--- src/rtl/geo_temp_control_mz.sv ---
// Multi-zone geothermal temperature controller: per-zone IDLE/COOL/HEAT/LOCKOUT
// FSM with hysteresis, lockout timer, pump enable and shared threshold sanity check.
module geo_temp_control_mz #(
  parameter int unsigned W           = 8,
  parameter int unsigned N           = 4,
  parameter int unsigned HYST        = 5,
  parameter int unsigned LOCKOUT_CYC = 16
) (
  input  logic             clk,
  input  logic             rst,
  input  logic [W-1:0]     cooldown_th,
  input  logic [W-1:0]     heatup_th,
  input  logic [N*W-1:0]   zone_temp,
  input  logic [W-1:0]     ground_temp,
  input  logic             sample_valid,
  output logic [N-1:0]     pump_on,
  output logic [2*N-1:0]   mode,
  output logic             cfg_err
);

  localparam int unsigned   CW       = (LOCKOUT_CYC > 1) ? $clog2(LOCKOUT_CYC) : 1;
  localparam logic [CW-1:0] CNT_LOAD = CW'(LOCKOUT_CYC - 1);

  typedef enum logic [1:0] {
    IDLE    = 2'd0,
    COOL    = 2'd1,
    HEAT    = 2'd2,
    LOCKOUT = 2'd3
  } zone_state_e;

  zone_state_e   state_q [N];
  zone_state_e   state_d [N];
  logic [CW-1:0] cnt_q   [N];
  logic [CW-1:0] cnt_d   [N];
  logic [W-1:0]  temp    [N];
  logic [N-1:0]  pump_q, pump_d;
  logic          cfg_err_q, cfg_err_d;
  logic [W:0]    hot_full, cold_full;
  logic [W-1:0]  hot_exit, cold_exit;

  // Exit thresholds computed one bit wider so the borrow/carry drives saturation.
  always_comb begin
    hot_full  = {1'b0, cooldown_th} - (W+1)'(HYST);
    cold_full = {1'b0, heatup_th} + (W+1)'(HYST);
    hot_exit  = hot_full[W]  ? '0 : hot_full[W-1:0];
    cold_exit = cold_full[W] ? '1 : cold_full[W-1:0];
    cfg_err_d = sample_valid ? (cold_exit >= hot_exit) : cfg_err_q;
  end

  always_comb begin
    for (int unsigned i = 0; i < N; i++) begin
      temp[i] = zone_temp[i*W +: W];
    end
  end

  always_comb begin
    for (int unsigned i = 0; i < N; i++) begin
      state_d[i] = state_q[i];
      cnt_d[i]   = cnt_q[i];
      pump_d[i]  = pump_q[i];
      if (cfg_err_d) begin
        state_d[i] = IDLE;
        cnt_d[i]   = '0;
        pump_d[i]  = 1'b0;
      end else begin
        case (state_q[i])
          IDLE: begin
            if (sample_valid) begin
              if (temp[i] >= cooldown_th)     state_d[i] = COOL;
              else if (temp[i] <= heatup_th)  state_d[i] = HEAT;
            end
          end
          COOL: begin
            if (sample_valid && (temp[i] <= hot_exit)) begin
              state_d[i] = LOCKOUT;
              cnt_d[i]   = CNT_LOAD;
            end
          end
          HEAT: begin
            if (sample_valid && (temp[i] >= cold_exit)) begin
              state_d[i] = LOCKOUT;
              cnt_d[i]   = CNT_LOAD;
            end
          end
          LOCKOUT: begin
            if (cnt_q[i] == '0) state_d[i] = IDLE;
            else                cnt_d[i]   = cnt_q[i] - CW'(1);
          end
          default: begin
            state_d[i] = IDLE;
            cnt_d[i]   = '0;
          end
        endcase
        // Pump only runs in COOL/HEAT, so any other next state clears it.
        if (sample_valid) begin
          pump_d[i] = ((state_d[i] == COOL) && (ground_temp < temp[i]) && (temp[i] > hot_exit)) ||
                      ((state_d[i] == HEAT) && (ground_temp > temp[i]) && (temp[i] < cold_exit));
        end else if ((state_d[i] != COOL) && (state_d[i] != HEAT)) begin
          pump_d[i] = 1'b0;
        end
      end
    end
  end

  always_ff @(posedge clk) begin
    if (rst) begin
      for (int unsigned i = 0; i < N; i++) begin
        state_q[i] <= IDLE;
        cnt_q[i]   <= '0;
      end
      pump_q    <= '0;
      cfg_err_q <= 1'b0;
    end else begin
      for (int unsigned i = 0; i < N; i++) begin
        state_q[i] <= state_d[i];
        cnt_q[i]   <= cnt_d[i];
      end
      pump_q    <= pump_d;
      cfg_err_q <= cfg_err_d;
    end
  end

  always_comb begin
    mode = '0;
    for (int unsigned i = 0; i < N; i++) begin
      mode[2*i +: 2] = state_q[i];
    end
    pump_on = pump_q;
    cfg_err = cfg_err_q;
  end

endmodule

--- config.mk ---
export PLATFORM = sky130hd
export DESIGN_NAME = geo_temp_control_mz
export DESIGN_NICKNAME = d
export VERILOG_FILES = /design/src/rtl/geo_temp_control_mz.sv
export SDC_FILE = /design/constraint.sdc
export NUM_CORES = 1
export LEC_CHECK = 0
export ABC_CLOCK_PERIOD_IN_PS = 5200
export BUFFER_PORTS_ARGS = -buffer_cell sky130_fd_sc_hd__buf_4
export CAP_MARGIN = 40
export CORE_MARGIN = 2
export CORE_UTILIZATION = 50
export CTS_CLUSTER_DIAMETER = 100
export DETAILED_ROUTE_END_ITERATION = 12
export GPL_TIMING_DRIVEN = 0
export PLACE_DENSITY = 0.81
export SLEW_MARGIN = 5
export SYNTH_ARGS = -nofsm -noshare
export SYNTH_HDL_FRONTEND = slang
export SYNTH_SLANG_ARGS = --single-unit
--- constraint.sdc ---
create_clock -name clk -period 5.2 [get_ports clk]
set_input_delay 1.04 -clock clk [delete_from_list [all_inputs] [get_ports clk]]
set_output_delay 1.04 -clock clk [all_outputs]
set_load 0.02 [all_outputs]
# ---- After elaboration in Yosys (flattened, before gate mapping)
# Memory sizes are Yosys's and may differ from the RTL's.
# Index checks and enable logic that the tools add are counted.
dict set report word_totals {
  register_bits 5
  latchBits 0
  word_cells 205
  out_inout_bits 13
  in_bits 59
  rom_bits 0
  ramBits 24
  mem_count 2
}
dict set report classes {
  n_mul 0
  n_addsub 6
  bitwise 8
  n_div 0
  n_shift 0
  mux 78
  n_reduce_logical 45
  n_eq_ne 28
  order_cmp 33
}
# memory words word_bits rd rd_clocked_by_memory_dff write_ports line_no
set memory_table {}
lappend memory_table {cnt_q 4 4 4 0 4 33} ;# logic [CW-1:0] cnt_q [N];
lappend memory_table {state_q 4 2 4 0 4 31} ;# zone_state_e state_q [N];
# op count
set op_table {}
lappend op_table {{two-way mux 4 bit} 20}
lappend op_table {{>= comparator 8 bit} 9}
lappend op_table {{two-way mux 2 bit} 36}
lappend op_table {{> comparator 8 bit} 8}
lappend op_table {{less-or-equal comparator 8 bit} 8}
lappend op_table {{< comparator 8 bit} 8}
lappend op_table {{one-hot mux 4 bit (3 select lines)} 4}
lappend op_table {{one-hot mux 2 bit (4 select lines)} 4}
lappend op_table {{logical AND 1 bit} 28}
lappend op_table {{equality test 2 bit, second input constant} 12}
lappend op_table {{equality test 2 x 1 -> 1 bit, second input constant} 8}
lappend op_table {{logical NOT 4 bit} 4}
lappend op_table {{two-way mux 8 bit} 2}
lappend op_table {{subtractor 4 x 1 -> 4 bit, second input constant} 4}
lappend op_table {{two-way mux 1 bit} 12}
lappend op_table {{adder 8 x 3 -> 9 bit, second input constant} 1}
lappend op_table {{subtractor 8 x 3 -> 9 bit, second input constant} 1}
lappend op_table {{logical NOT 2 bit} 4}
lappend op_table {{!= test 2 x 1 -> 1 bit, second input constant} 4}
lappend op_table {{!= test 2 bit, second input constant} 4}
lappend op_table {{OR 1 bit} 8}
lappend op_table {{nonzero test 2 bit} 4}
lappend op_table {{logical OR 1 bit} 4}
lappend op_table {{OR reduction 2 bit} 1}

# ---- Logic depth before layout (Yosys ltp)
dict set report depth {
  depth_word 12
  ltp_mapped 20
  ltp_nobuf 20
}

# ---- Worst setup path after synthesis
# OpenSTA, ideal clock, no wires.
dict set report synth_path {
  kind {input-to-reg}
  from {input port heatup_th[0]}
  to {register pump_q[2] (netlist: pump_on[2])}
  stages 17
  path_slack_ps 1010
  path_buffers 0
  arrival_ps 4120
  required_ps 5130
  setup_ps 70
  cell_sequence {ha_1 > o21ai_1 > or2_2 > nand2_1 > ha_1 > nand2b_1 > a21o_1 > maj3_2 > a211oi_2 > o311ai_4 > o211ai_1 > ha_1 > o211ai_1 > nor2_1 > o21ai_0 > mux2_2 > a21oi_1}
}
dict set report synth_via {
  elab_chain_len 12
  elab_cells_between_ends 27
  cone_classes {1 x add/sub; 4 x order compare; 4 x eq/ne; 9 x mux; 9 x reduce/logical}
}
# element line_no
set synth_lines {}
lappend synth_lines {{start: declaration} 12} ;# input logic [W-1:0] heatup_th,
lappend synth_lines {{adder 8 x 3 -> 9 bit} 44} ;# cold_full = {1'b0, heatup_th} + (W+1)'(HYST);
lappend synth_lines {{two-way mux 8 bit} 46} ;# cold_exit = cold_full[W] ? '1 : cold_full[W-1:0];
lappend synth_lines {{>= comparator 8 bit} 80} ;# if (sample_valid && (temp[i] >= cold_exit)) begin
lappend synth_lines {{logical AND 1 bit} 80}
lappend synth_lines {{two-way mux 2 bit} 80}
lappend synth_lines {{one-hot mux 2 bit (4 select lines)} 66} ;# case (state_q[i])
lappend synth_lines {{two-way mux 2 bit} 61} ;# if (cfg_err_d) begin
lappend synth_lines {{equality test 2 x 1 -> 1 bit or equality test 2 bit (tied branches)} {96, 97}}
lappend synth_lines {{logical AND 1 bit (on tied branches) (2 in a row)} {96, 97}}
lappend synth_lines {{logical OR 1 bit} 96} ;# pump_d[i] = ((state_d[i] == COOL) && (ground_temp < temp[i]) && (temp[i] > hot_exit)) ||
lappend synth_lines {{two-way mux 1 bit} 95} ;# if (sample_valid) begin
lappend synth_lines {{end signal: assignment} 118} ;# pump_q <= pump_d;
lappend synth_lines {{end: declaration} 36} ;# logic [N-1:0] pump_q, pump_d;
# Parallel ways exist; a longest one is shown, timed or not. The select of a mux whose other input is x is not followed.
# A chain may end at the register's enable or synchronous reset.

# ---- Final worst setup path
dict set report layout_path {
  from {input port cooldown_th[1]}
  to {register pump_q[0] (netlist: pump_on[0])}
}
dict set report layout_via {
  elab_chain_len 12
  elab_cells_between_ends 26
  cone_classes {1 x add/sub; 4 x order compare; 4 x eq/ne; 8 x mux; 9 x reduce/logical}
}
# element line_no
set layout_lines {}
lappend layout_lines {{start: declaration} 11} ;# input logic [W-1:0] cooldown_th,
lappend layout_lines {{subtractor 8 x 3 -> 9 bit} 43} ;# hot_full = {1'b0, cooldown_th} - (W+1)'(HYST);
lappend layout_lines {{two-way mux 8 bit} 45} ;# hot_exit = hot_full[W] ? '0 : hot_full[W-1:0];
lappend layout_lines {{less-or-equal comparator 8 bit} 74} ;# if (sample_valid && (temp[i] <= hot_exit)) begin
lappend layout_lines {{logical AND 1 bit} 74}
lappend layout_lines {{two-way mux 2 bit} 74}
lappend layout_lines {{one-hot mux 2 bit (4 select lines)} 66}
lappend layout_lines {{two-way mux 2 bit} 61}
lappend layout_lines {{equality test 2 x 1 -> 1 bit or equality test 2 bit (tied branches)} {96, 97}}
lappend layout_lines {{logical AND 1 bit (on tied branches) (2 in a row)} {96, 97}}
lappend layout_lines {{logical OR 1 bit} 96}
lappend layout_lines {{two-way mux 1 bit} 95}
# Parallel ways exist; a longest one is shown, timed or not. The select of a mux whose other input is x is not followed.

==> flow_summary.ini <==
[layout]
layout_commonest_cell = ha_1
multiInputGateArea_um2 = 5120
area_growth_syn_to_layout_pct = 14.2
layout_common_cells = ha_1 (176), inv_1 (88), buf_4 (71)
final_nets = 1071
drive_gt1_share_pct = 12.2
postLayoutCellArea_um2 = 6910
finish.utilization_pct = 58.0
n_antenna_cell = 0
final.fill_count = 1179
regArea_um2 = 581

[power]
p_leak_uw = 0.00351
power_uw = 1300
max-vdd-ir-drop_v = 0.000121
power_per_cell_area_nw_per_um2 = 188

[synth]
postSynthAreaPerCell_um2 = 7.97
ys_seq_area_share_pct = 9.60
yosysUniqueCellTypes = 66
yosysWarnings = 0
syn_area_um2 = 6050
syn-num-nets = 994
ys_top_cells_by_area = ha_1 (36%), dfxtp_1 (9.6%), inv_1 (5.5%)
synthFlopType = dfxtp_1
async_reset_ff_share_pct = 0
ys_seq_elements = 29
synth_top_cell_area_share_pct = 36.4
netlist_instances = 759
synth_edf_count = 0
yosys.area.top_type = ha_1

[worst_hold_path]
hold_path_end = pump_on[2]$_SDFFE_PP0P_
worstHoldPathCells = 2
min_from = pump_on[2]$_SDFFE_PP0P_
min_path_type = reg2reg

[routing]
drc = 0
ant_nets = 0
drt_first_iter_violations = 494
viasPerCell = 6.14
wire_per_inst_um = 17.6
drt-pass1-iter-count = 6
vias = 6037
totalWireLength_um = 17300

[floorplan]
rows = 40
ioPinCount = 72
die_x_um = 114
core_area_um2 = 11900
start_util_pct = 50.8
fp.dieH_um = 114
dieArea_um2 = 13000

[cts]
cts_tree = built
cts_setup_buffers = 0
root_buffer = clkbuf_16
cts_resized = 0
cts_sinks = 29
worstSkewPairLatency_ns = 0.27
cts_buffers = 5
clk_path_buf_depth = 2
clk_pin_slew_ns = 0.05
htree_levels = 2
cts_hold_buf = 0

[sta]
clock_skew_ns = 0.00240
fmax_ghz = 0.207
fin_setup_tns_ns = 0
min_period_over_period_pct = 92.8
setup_viol = 0
tightest_slew_ns = 0.754
period_minus_slack_ns = 4.82
report.final.slew_viol_count = 0
hold_violations = 0
rsz0062_at_grt = no
setup_slack_ns = 0.375
relSlewSlack_pct = 49.7

[critical_path]
rrSetupSlack_ns = 2.63
path_cells = buf_4 > inv_1 > ha_1 > nand2b_1 > nand3_1 > o21ai_1 > inv_1 > ha_1 > nand3_1 > nor2_1 > a2111oi_1 > nor2_1 > o2111ai_1 > o21a_1 > ha_1 > o211ai_1 > a211oi_1 > o21ai_0 > a31oi_1
critPathTopFamily = compound AO/OA/AOI/OAI gates
cp_slowest_cell = a2111oi_1
path_buf_inv = 3
end_kind = flop
arrival_ns = 5.02
start_kind = primary input
required_ns = 5.40
rr_worst_depth = 11
r2r_start = state_q[0][1]$_SDFF_PP0_
crit_fanout = 5
cpMostUsedCell = ha_1
rr_endpoint = pump_on[0]$_SDFFE_PP0P_
critPathMaxStageDelay_ns = 0.64
critPathKind = in2reg

[global_route]
antenna_found_initial = 0
gr-total-overflow = 0
grt_pass1_wl_um = 27900
grt_pass1_vias = 5788
grt_max_degree = 11
grt_use_total_pct = 27.0

[place]
gp_routability_congestion = 0.973
post-place-ws_ns = 0.00805
dpl_cell_area_um2 = 6760
dp_hpwl_um = 14500
io_buffer_count = 70

[outcome]
outcome = finished, final reports clean

[run]
cap_violations = 0
## cell type report
cell class	instances	share of cell area, %
plain buffers	5	0.344
clock buffers	7	2.07
inverters	89	4.84
multi-input cells	636	74.1
flip-flops and latches	29	8.41
well taps	147	2.66
repair buffers	70	7.61
## worst reg2reg max path: cells and delay by family (launching register included)
kind	cells	cell delay (ns)
AO/OA/AOI/OAI	5	1.08
flip-flops	1	0.47
adder cells (fa/ha/maj)	2	0.37
AND/OR/NAND/NOR	2	0.32
buffers and inverters	2	0.25
## Yosys cell counts (all sizes together), types with 8 or more instances
cell	n
xnor2	9
o21a	18
nor2	37
a21oi	64
nor3	15
ha	176
a21o	34
dfxtp	29
nand4	21
o211ai	8
inv	89
a211oi	15
o21ai	38
nand3	27
nor2b	16
nand2b	18
nand2	37
maj3	9
## worst max-delay path by stage
stage	startpoint	to	slack, ns	cells past startpoint
finish	cooldown_th[1]	pump_on[0]$_SDFFE_PP0P_	0.38	19
global route	cooldown_th[1]	pump_on[0]$_SDFFE_PP0P_	0.008	19
CTS	cooldown_th[1]	pump_on[0]$_SDFFE_PP0P_	0.27	18
detailed placement	cooldown_th[1]	pump_on[0]$_SDFFE_PP0P_	0.008	18
global placement	cooldown_th[1]	pump_on[0]$_SDFFE_PP0P_	0.04	18
floorplan	heatup_th[0]	pump_on[2]$_SDFFE_PP0P_	1.01	17
## stage by stage
step           hold WS (ns)  std cells
2_1_floorplan         0.430        759
3_3_place_gp          0.443        976
3_5_place_dp          0.450        976
4_1_cts               0.456        983
5_1_grt               0.485        983
6_report              0.460        983
## report_power, final
| part | total (uW) | internal, uW | switching, uW | leakage, uW |
|---|---|---|---|---|
| Sequential | 281 | 249 | 32.1 | 0.000236 |
| Clock | 275 | 187 | 88.3 | 0.0000700 |
| Combinational | 741 | 319 | 422 | 0.00320 |
## flip-flops by register name (all words and copies together), names as in the netlist
register / count
state_q: 8
pump_on: 4
cfg_err: 1
cnt_q: 16
## routing by layer
layer,up-vias,track usage (%),wire length (um)
met5,-,0,0
met4,0,6.99,441
met3,31,4.09,1000
met2,185,45.7,7870
met1,2828,35.9,7940
li1,2993,-,-
## cell families (layout without fill, tap and decap cells)
family / after synthesis / in the layout / share of synthesized area, %
DFF: 29 / 29 / 9.60
muxes: 8 / 8 / 1.43
xor gates and xnor gates: 10 / 10 / 1.57
and+or+nand+nor: 200 / 200 / 16.9
adders and majority gates: 185 / 185 / 37.9
AOI/OAI and AO/OA: 233 / 233 / 26.7
buffers and inverters: 94 / 171 / 5.92
No activity file was read; power rests on OpenSTA's default activity.
